===== src/rtl/frog_collision_manager.sv =====
// ---------------------------------------------------------------------------
// frog_collision_manager
//
// Purpose:
//   Detects frog/car overlaps and goal-row arrivals, and keeps lives and
//   score. Sends the score and the lane-direction pattern back to the car
//   movement stage. Sends a frog-respawn pulse and the game-state flags to
//   the player controller and the renderer.
//
//   Pipeline:
//     stage 1 registers the per-car hit flags and the goal flag.
//     stage 2 is a registered FSM (PLAY / FREEZE / GAME_OVER / GAME_WON)
//     that acts on those flags.
//   An input sampled at edge N+1 therefore shows up on o_Hit/o_Frog_Reset
//   at edge N+2.
//
// Ports:
//   i_Clk            system clock
//   i_Reset          synchronous, active-high reset
//   i_Car_X_0..5     car left-edge pixel X (10 bits each)
//   i_Frog_X         frog left-edge pixel X (10 bits)
//   i_Frog_Y         frog tile row, 0 = goal row (4 bits)
//   i_Restart        single-cycle pulse; leaves GAME_OVER / GAME_WON
//   o_Score          current score (4 bits)
//   o_Reverse        lane reverse bits (4 bits)
//   o_Lives          remaining lives (3 bits)
//   o_Hit            one-cycle pulse on collision
//   o_Frog_Reset     one-cycle pulse; frog returns to its start tile
//   o_Frozen         high during the post-event freeze
//   o_Game_Over      high in GAME_OVER
//   o_Game_Won       high in GAME_WON
// ---------------------------------------------------------------------------
module frog_collision_manager #(
    parameter int          TILE_SIZE       = 32,
    parameter int          C_START_LIVES   = 3,
    parameter int          C_FREEZE_CYCLES = 25000000,
    parameter int          C_WIN_SCORE     = 15,
    parameter int          C_LANE_ROW_0    = 2,
    parameter int          C_LANE_ROW_1    = 3,
    parameter int          C_LANE_ROW_2    = 4,
    parameter int          C_LANE_ROW_3    = 5,
    parameter int          C_LANE_ROW_4    = 9,
    parameter int          C_LANE_ROW_5    = 10,
    parameter logic [3:0]  C_REVERSE_BASE  = 4'b1010
) (
    input  logic        i_Clk,
    input  logic        i_Reset,
    input  logic [9:0]  i_Car_X_0,
    input  logic [9:0]  i_Car_X_1,
    input  logic [9:0]  i_Car_X_2,
    input  logic [9:0]  i_Car_X_3,
    input  logic [9:0]  i_Car_X_4,
    input  logic [9:0]  i_Car_X_5,
    input  logic [9:0]  i_Frog_X,
    input  logic [3:0]  i_Frog_Y,
    input  logic        i_Restart,
    output logic [3:0]  o_Score,
    output logic [3:0]  o_Reverse,
    output logic [2:0]  o_Lives,
    output logic        o_Hit,
    output logic        o_Frog_Reset,
    output logic        o_Frozen,
    output logic        o_Game_Over,
    output logic        o_Game_Won
);

    localparam logic [3:0]  C_LANE_ROWS [0:5] = '{
        4'(C_LANE_ROW_0), 4'(C_LANE_ROW_1), 4'(C_LANE_ROW_2),
        4'(C_LANE_ROW_3), 4'(C_LANE_ROW_4), 4'(C_LANE_ROW_5)
    };
    localparam logic [24:0] C_FREEZE_LOAD = 25'(C_FREEZE_CYCLES - 1);
    localparam logic [2:0]  C_LIVES_INIT  = 3'(C_START_LIVES);
    localparam logic [3:0]  C_WIN         = 4'(C_WIN_SCORE);
    localparam logic [10:0] C_TILE        = 11'(TILE_SIZE);

    typedef enum logic [1:0] {
        S_PLAY      = 2'd0,
        S_FREEZE    = 2'd1,
        S_GAME_OVER = 2'd2,
        S_GAME_WON  = 2'd3
    } state_t;

    // ------------------------------------------------------------------
    // Stage 1: per-car overlap detection
    // ------------------------------------------------------------------
    logic [9:0] w_car_x [0:5];
    logic [5:0] w_hit_now;

    assign w_car_x[0] = i_Car_X_0;
    assign w_car_x[1] = i_Car_X_1;
    assign w_car_x[2] = i_Car_X_2;
    assign w_car_x[3] = i_Car_X_3;
    assign w_car_x[4] = i_Car_X_4;
    assign w_car_x[5] = i_Car_X_5;

    generate
        for (genvar gi = 0; gi < 6; gi++) begin : g_car
            logic [10:0] w_diff;
            // The distance is an unsigned 11-bit magnitude. There is no
            // screen wrap, so cars at opposite edges never overlap.
            assign w_diff = (w_car_x[gi] >= i_Frog_X)
                          ? ({1'b0, w_car_x[gi]} - {1'b0, i_Frog_X})
                          : ({1'b0, i_Frog_X} - {1'b0, w_car_x[gi]});
            assign w_hit_now[gi] = (i_Frog_Y == C_LANE_ROWS[gi]) && (w_diff < C_TILE);
        end
    endgenerate

    logic [5:0] r_Hit;
    logic       r_Goal;

    always_ff @(posedge i_Clk) begin
        if (i_Reset) begin
            r_Hit  <= '0;
            r_Goal <= 1'b0;
        end else begin
            r_Hit  <= w_hit_now;
            r_Goal <= (i_Frog_Y == 4'd0);
        end
    end

    // ------------------------------------------------------------------
    // Stage 2: game FSM
    // ------------------------------------------------------------------
    state_t      r_State;
    logic [24:0] r_Freeze_Cnt;
    logic [3:0]  r_Score;
    logic [3:0]  r_Reverse;
    logic [2:0]  r_Lives;
    logic        r_Hit_Pulse;
    logic        r_Frog_Reset;
    logic        r_Frozen;
    logic        r_Game_Over;
    logic        r_Game_Won;

    logic [2:0]  w_lives_dec;
    logic [3:0]  w_score_inc;

    // Both counters saturate, so they can never wrap.
    assign w_lives_dec = (r_Lives == 3'd0) ? 3'd0 : r_Lives - 3'd1;
    assign w_score_inc = (r_Score == 4'hF) ? 4'hF : r_Score + 4'd1;

    always_ff @(posedge i_Clk) begin
        if (i_Reset) begin
            r_State      <= S_PLAY;
            r_Freeze_Cnt <= '0;
            r_Score      <= 4'd0;
            r_Reverse    <= C_REVERSE_BASE;
            r_Lives      <= C_LIVES_INIT;
            r_Hit_Pulse  <= 1'b0;
            r_Frog_Reset <= 1'b0;
            r_Frozen     <= 1'b0;
            r_Game_Over  <= 1'b0;
            r_Game_Won   <= 1'b0;
        end else begin
            r_Hit_Pulse  <= 1'b0;
            r_Frog_Reset <= 1'b0;
            case (r_State)
                S_PLAY: begin
                    // A hit wins over a goal. Any number of cars hitting
                    // together costs a single life.
                    if (|r_Hit) begin
                        r_Hit_Pulse  <= 1'b1;
                        r_Frog_Reset <= 1'b1;
                        r_Lives      <= w_lives_dec;
                        if (w_lives_dec == 3'd0) begin
                            r_State     <= S_GAME_OVER;
                            r_Game_Over <= 1'b1;
                        end else begin
                            r_State      <= S_FREEZE;
                            r_Freeze_Cnt <= C_FREEZE_LOAD;
                            r_Frozen     <= 1'b1;
                        end
                    end else if (r_Goal) begin
                        r_Frog_Reset <= 1'b1;
                        r_Score      <= w_score_inc;
                        // Lane directions flip every level.
                        r_Reverse    <= C_REVERSE_BASE ^ {4{w_score_inc[0]}};
                        if (w_score_inc == C_WIN) begin
                            r_State    <= S_GAME_WON;
                            r_Game_Won <= 1'b1;
                        end else begin
                            r_State      <= S_FREEZE;
                            r_Freeze_Cnt <= C_FREEZE_LOAD;
                            r_Frozen     <= 1'b1;
                        end
                    end
                end
                S_FREEZE: begin
                    // The counter is loaded with N-1 and the exit happens
                    // on the edge where it reads 0. That gives exactly N
                    // cycles with o_Frozen high.
                    if (r_Freeze_Cnt == 25'd0) begin
                        r_State  <= S_PLAY;
                        r_Frozen <= 1'b0;
                    end else begin
                        r_Freeze_Cnt <= r_Freeze_Cnt - 25'd1;
                    end
                end
                S_GAME_OVER, S_GAME_WON: begin
                    if (i_Restart) begin
                        r_State      <= S_PLAY;
                        r_Score      <= 4'd0;
                        r_Lives      <= C_LIVES_INIT;
                        r_Reverse    <= C_REVERSE_BASE;
                        r_Frog_Reset <= 1'b1;
                        r_Game_Over  <= 1'b0;
                        r_Game_Won   <= 1'b0;
                    end
                end
                default: r_State <= S_PLAY;
            endcase
        end
    end

    assign o_Score      = r_Score;
    assign o_Reverse    = r_Reverse;
    assign o_Lives      = r_Lives;
    assign o_Hit        = r_Hit_Pulse;
    assign o_Frog_Reset = r_Frog_Reset;
    assign o_Frozen     = r_Frozen;
    assign o_Game_Over  = r_Game_Over;
    assign o_Game_Won   = r_Game_Won;

endmodule


===== config.mk =====
export PLATFORM = sky130hd
export DESIGN_NAME = frog_collision_manager
export DESIGN_NICKNAME = d
export VERILOG_FILES = /design/src/rtl/frog_collision_manager.sv
export SDC_FILE = /design/constraint.sdc
export NUM_CORES = 1
export LEC_CHECK = 0
export CORE_MARGIN = 5
export CORE_UTILIZATION = 39
export DETAILED_ROUTE_END_ITERATION = 16
export GPL_TIMING_DRIVEN = 0
export HOLD_SLACK_MARGIN = 0.03
export PLACE_DENSITY = 0.71
export SLEW_MARGIN = 10
export SYNTH_ARGS = -nofsm -noshare
export SYNTH_HDL_FRONTEND = slang
export SYNTH_SLANG_ARGS = --single-unit
export TNS_END_PERCENT = 50

===== constraint.sdc =====
create_clock -name i_Clk -period 6.5 [get_ports i_Clk]
set_clock_uncertainty 0.05 [all_clocks]
set_input_delay 1.3 -clock i_Clk [delete_from_list [all_inputs] [get_ports i_Clk]]
set_output_delay 1.3 -clock i_Clk [all_outputs]
set_load 0.03 [all_outputs]

## After elaboration in Yosys (flattened, before gate mapping)

Index checks and enable logic that the tools add are counted.

| cells by class | value |
|---|---|
| add/subtract/negate cells | 15 |
| $lt $le $gt $ge | 12 |
| equality and inequality tests | 22 |
| mux-type cells | 51 |
| bitwise gates (word level) | 2 |
| reduce and logical (&&, ||, !) cells | 23 |

Operators with widths:

| kind | count |
|---|---|
| $sub A10 B10 Y11 | 12 |
| $mux W25 | 5 |
| $lt A11 B6 Y1 const B | 6 |
| $mux W11 | 6 |
| $ge A10 B10 Y1 | 6 |
| $pmux W25 S2 | 1 |
| $mux W4 | 7 |
| $logic_not A25 Y1 | 1 |
| $sub A25 B1 Y25 const B | 1 |
| $eq A4 B4 Y1 const B | 4 |
| $ne A2 B2 Y1 const B | 8 |
| $pmux W4 S2 | 2 |
| $mux W1 | 15 |
| $reduce_and A5 Y1 | 3 |
| $mux W2 | 6 |
| $mux W3 | 3 |
| $ne A3 B3 Y1 const B | 3 |
| $eq A4 B2 Y1 const B | 2 |
| $eq A4 B3 Y1 const B | 2 |
| $pmux W1 S2 | 4 |
| $reduce_and A4 Y1 | 2 |
| $logic_and A1 B1 Y1 | 6 |
| $logic_not A3 Y1 | 2 |
| $pmux W2 S3 | 1 |
| other kinds (13) | 17 |

| word-level totals | value |
|---|---|
| bits in registers | 50 |
| input bits | 77 |
| output and inout bits | 16 |
| word-level logic and storage cells | 137 |

## Logic depth before layout (Yosys ltp)

Gate-level depths: netlist of run 1.

| depth | value |
|---|---|
| word-level depth | 7 |
| depth in mapped cells | 12 |
| gate-level depth less buffers | 10 |

## Worst setup path after synthesis of run 1

Ideal clock, no wire load.

| timing | value |
|---|---|
| path type | input -> register |
| from | in i_Car_X_3[2] |
| to | reg r_Hit[3] |
| setup time | 0.115 ns |
| data arrival time | 3.530 ns |
| data required time | 6.335 ns |
| path slack | 2.805 ns |
| stages | 10 |
| path buffers | 0 |
| cell sequence | inv_1 ha_1 o21ai_0 a21oi_1 o41ai_1 nor2_1 o31a_1 or4b_1 a22o_1 a2111oi_0 |

| on the way | value |
|---|---|
| longest elaborated chain between the ends | 4 |
| elaborated cells on any way between the ends | 6 |
| classes of those cells | 2 x add/sub; 2 x order compare; 1 x mux; 1 x reduce/logical |

Ends and longest elaborated chain:

| item | line | text |
|---|---|---|
| start, declared | 51 | `input logic [9:0] i_Car_X_3,` |
| $sub A10 B10 Y11, or another cell as far along | 103 | `: ({1'b0, i_Frog_X} - {1'b0, w_car_x[gi]});` |
| $mux W11 * | 102 | `? ({1'b0, w_car_x[gi]} - {1'b0, i_Frog_X})` |
| $lt A11 B6 Y1 * | 104 | `assign w_hit_now[gi] = (i_Frog_Y == C_LANE_ROWS[gi]) && (w_diff < C_TILE);` |
| $logic_and A1 B1 Y1 * | 104 |  |
| end signal, assigned | 116 | `r_Hit <= w_hit_now;` |
| end, declared | 108 | `logic [5:0] r_Hit;` |

Mark *: on every way between the ends. The rest lies on a longest branch, timed or not.
A chain may end at the register's enable or synchronous reset.

## Worst setup path in the final report of run 1

| timing | value |
|---|---|
| from | in i_Frog_X[5] |
| to | reg r_Hit[3] |

| on the way | value |
|---|---|
| longest elaborated chain between the ends | 4 |
| elaborated cells on any way between the ends | 6 |
| classes of those cells | 2 x add/sub; 2 x order compare; 1 x mux; 1 x reduce/logical |

Ends and longest elaborated chain:

| item | line | text |
|---|---|---|
| start, declared | 54 | `input logic [9:0] i_Frog_X,` |
| $sub A10 B10 Y11, or another cell as far along | 103 |  |
| $mux W11 * | 102 |  |
| $lt A11 B6 Y1 * | 104 |  |
| $logic_and A1 B1 Y1 * | 104 |  |

Marks and branches as above.

==> impl_metrics.yaml, run 1 <==
pwr:
  clkPwrFrac_pct: 25.9
  leakagePower_nw: 3.37
  netSwitchingPower_mw: 0.402
  p_int_mw: 0.734
  seqPwrFrac_pct: 28.3
  vdd_drop_max_uv: 128
  swShare_pct: 35.4
  powerDensity_nw_per_um2: 152
  p_comb_share_pct: 45.8
cts:
  htree_num_levels: 2
  cts_buffer_depth: 2
  worstSkewPairLatency_ns: 0.29
  clk_pin_slew_ns: 0.06
  cts_resized: 0
  cts_tree: "done"
  cts_setup_buffers: 0
  cts_buffers: 5
  clock_sinks: 47
  ctsHoldBuffers: 0
  cts_root_buf: "clkbuf_16"
worst_hold_path:
  holdPathStages: 2
  holdPathEnd: "r_Freeze_Cnt[15]"
  hp-class: "register to register"
  hp-start: "r_Freeze_Cnt[15]"
layout:
  fin_cells: 1117
  finalNetCount: 1104
  seq_area_um2: 941
  area_growth_pct: 22.3
  final_common_cell: "ha_1"
  fin_area_um2: 7450
  drive_gt1_share_pct: 3.86
  fillers: 1530
  layout_common_cells: "ha_1 (122), inv_1 (93), clkdlybuf4s50_1 (92)"
  multiInputGateArea_um2: 4720
  diodes: 0
floorplanning:
  io_pins: 93
  core_um2: 15300
  start_util_pct: 39.9
  die_x_um: 135
  placementRows: 45
  die_h_um: 135
  die_area_um2: 18200
job:
  max_cap_violations: 0
synth:
  seq_area_frac_synth_pct: 15.4
  synth-simple-area-share_pct: 23.5
  synth_seq_cells: 47
  ys_types: 75
  synth_mux_area_share_pct: 3.04
  synth_area_leaders: "ha_1 (25%), dfxtp_1 (15%), inv_1 (5.7%)"
  avgSynthCellArea_um2: 7.56
  synth_top_family_by_area: "adder cells"
  synth_fa_ha_area_share_pct: 25.0
  yosysWarnings: 0
  postSynth.asyncResetShare_pct: 0
  synth_fp_nets: 1005
  yosysTopAreaCell: "ha_1"
  yosysTopAreaCellShare_pct: 25.0
  synth-xor-area-share_pct: 3.88
  synth_compound_area_share_pct: 21.9
  ys.flop_type: "dfxtp_1"
  synth_edf_count: 0
  synthCells: 806
  netlist_area_um2: 6090
global_route:
  antenna_found_initial: 0
  grt_use_total_pct: 17.3
  grt_start_max_net_pins: 15
  grt_pass1_vias: 5544
  grt_overflow: 0
  grt_pass1_wl_um: 26300
drt:
  drt-pass1-iter-count: 7
  routed_wl_um: 16100
  wire_per_inst_um: 14.4
  ant_nets: 0
  routed_via_density: 5.39
  vias: 6016
  drtIter0Drc: 392
  drc_errors: 0
critical_path:
  start_kind: "input pin"
  r2r_setup_slack_ns: 3.39
  critPathArrivalTime_ns: 4.96
  r2r_start: "r_Freeze_Cnt[0]"
  crit_path_max_fanout: 7
  rr_worst_depth: 12
  endpoint_kind: "register"
  cp_data_required_time_ns: 6.57
  reg2reg_to: "r_Freeze_Cnt[13]"
  worst-setup-path-type: "input pin to register"
place:
  gp_congestion: 0.906
  io_buffers: 92
  dp.cells: 1109
  placed_area_um2: 7280
  hpwlAfterDp_um: 13000
timing:
  slew_headroom_pct: 24.9
  setup_viol: 0
  tightest_slew_ns: 1.10
  period_share_pct: 75.3
  holdWs_ns: 0.430
  slew_viol_final: 0
  tns_ns: 0
  fmax_ghz: 0.204
  rsz0062_at_grt: "false"
  period_minus_slack_ns: 4.89
  timing_hold_violations_final: 0
run_status:
  status: "finished, final reports clean"
[Yosys cell counts, types with 3 or more instances]
library cell and n:
a21o_1 7, inv_1 93, o221ai_1 3, nand3_1 21, xnor2_1 16, or3_1 6
xor2_1 11, a211oi_1 8, nand3b_1 4, buf_2 3, buf_4 3, ha_1 122
nor4_1 10, o21a_1 11, o21bai_1 11, or4_1 4, a311oi_1 6, clkbuf_1 13
o21ai_0 35, or2_2 4, nand2b_1 18, o211ai_1 4, and2_1 3, nand2_1 40
nand4_1 12, nor3b_1 7, mux2_2 4, o31a_1 3, o31ai_1 5, a31oi_1 10
nor2b_1 11, o22ai_1 4, a21oi_1 65, nor3_1 29, dfxtp_1 47, mux2i_1 14
and3_1 5, a2111oi_0 3, o41ai_1 4, nor2_1 83
[flip-flops by register name (all words and copies together), names as in the netlist, 2 cells and up]
name          cells
o_Lives           3
o_Score           4
r_Freeze_Cnt     25
r_Hit             6
r_State           2
[through the flow]
stage	setup slack [ns]	util, %	total power, mW
4_1_cts	1.56	48.8	1.14
5_1_grt	1.49	48.8	1.22
6_report	1.61	48.8	1.14
3_5_place_dp	1.29	47.7	0.842
2_1_floorplan	2.81	-	0.693
3_3_place_gp	1.23	47.7	0.836
[area by class of cell]
type,instances,share of cell area (%)
Multi-Input combinational cell,647,63.3
Sequential cell,47,12.6
Timing Repair Buffer,92,12.4
Inverter,93,4.68
Tap cell,211,3.54
Clock buffer,6,1.86
Buffer,19,1.16
Clock inverter,2,0.470
[metal layers]
metal | wire length [µm] | vias up | track usage [%]
li1 | - | 3085 | -
met1 | 7590 | 2756 | 23.1
met2 | 7360 | 151 | 29.3
met3 | 804 | 24 | 1.86
met4 | 374 | 0 | 5.32
met5 | 0 | - | 0
[worst max-delay path by stage]
stage	depth (start not counted)	slack [ns]	start	endpoint
2_1_floorplan	10	2.81	i_Car_X_3[2]	r_Hit[3]
3_3_place_gp	9	1.23	i_Frog_X[5]	r_Hit[3]
3_5_place_dp	9	1.29	i_Frog_X[5]	r_Hit[3]
4_1_cts	9	1.56	i_Frog_X[5]	r_Hit[3]
5_1_grt	9	1.49	i_Frog_X[5]	r_Hit[3]
6_report	9	1.61	i_Frog_X[5]	r_Hit[3]
[power groups by stage]
| stage | clock (mW) | sequential [mW] | combinational [mW] |
|---|---|---|---|
| final | 0.294 | 0.322 | 0.520 |
| after global routing | 0.313 | 0.325 | 0.582 |
| after CTS | 0.300 | 0.322 | 0.517 |
| after detailed placement | 0 | 0.328 | 0.514 |
| after global placement | 0 | 0.327 | 0.509 |
| after floorplan | 0 | 0.326 | 0.367 |
[worst max-delay path: stages]
cell and delay [ns]:
clkdlybuf4s50_1 0.75, inv_1 0.30, ha_1 0.30, o41ai_1 0.61, nor2_1 0.15, o31a_1 0.28, or4b_1 0.47, a22o_1 0.21
a2111oi_0 0.58
[kinds of logic after synthesis]
family          after synthesis
simple gates                275
compound gates              205
fa+ha+maj                   122
buf+inv                     112
flops                        47
xor+xnor                     27
mux                          18
No activity file was read; power rests on OpenSTA's default activity.
==> run 2, diff against run 1 <==
==> constraint.sdc (replaced) <==
create_clock -name i_Clk -period 5.05 [get_ports i_Clk]
set_clock_uncertainty 0.05 [all_clocks]
set_input_delay 1.01 -clock i_Clk [delete_from_list [all_inputs] [get_ports i_Clk]]
set_output_delay 1.01 -clock i_Clk [all_outputs]
set_load 0.03 [all_outputs]
==> results of run 2 <==
The final DEF is identical to that of run 1. Status: finished, final reports clean.
Main changes from that run: setup slack after placement 1.29 ns -> 0.128 ns; setup slack after layout 1.61 ns -> 0.447 ns; register-to-register setup slack 3.39 ns -> 1.94 ns; total power 1.14 mW -> 1.46 mW; worst IR drop on VDD 128 µV -> 165 µV
==> run 3, diff against run 2 <==
--- a/config.mk
+++ b/config.mk
@@ -5,6 +5,7 @@
 export SDC_FILE = /design/constraint.sdc
 export NUM_CORES = 1
 export LEC_CHECK = 0
+export CAP_MARGIN = 0
 export CORE_MARGIN = 5
 export CORE_UTILIZATION = 39
 export DETAILED_ROUTE_END_ITERATION = 16
==> results of run 3 <==
The final DEF is identical to that of run 1. Status: finished, final reports clean.
Main changes from that run: setup slack after placement 1.29 ns -> 0.128 ns; setup slack after layout 1.61 ns -> 0.447 ns; register-to-register setup slack 3.39 ns -> 1.94 ns; total power 1.14 mW -> 1.46 mW; worst IR drop on VDD 128 µV -> 165 µV
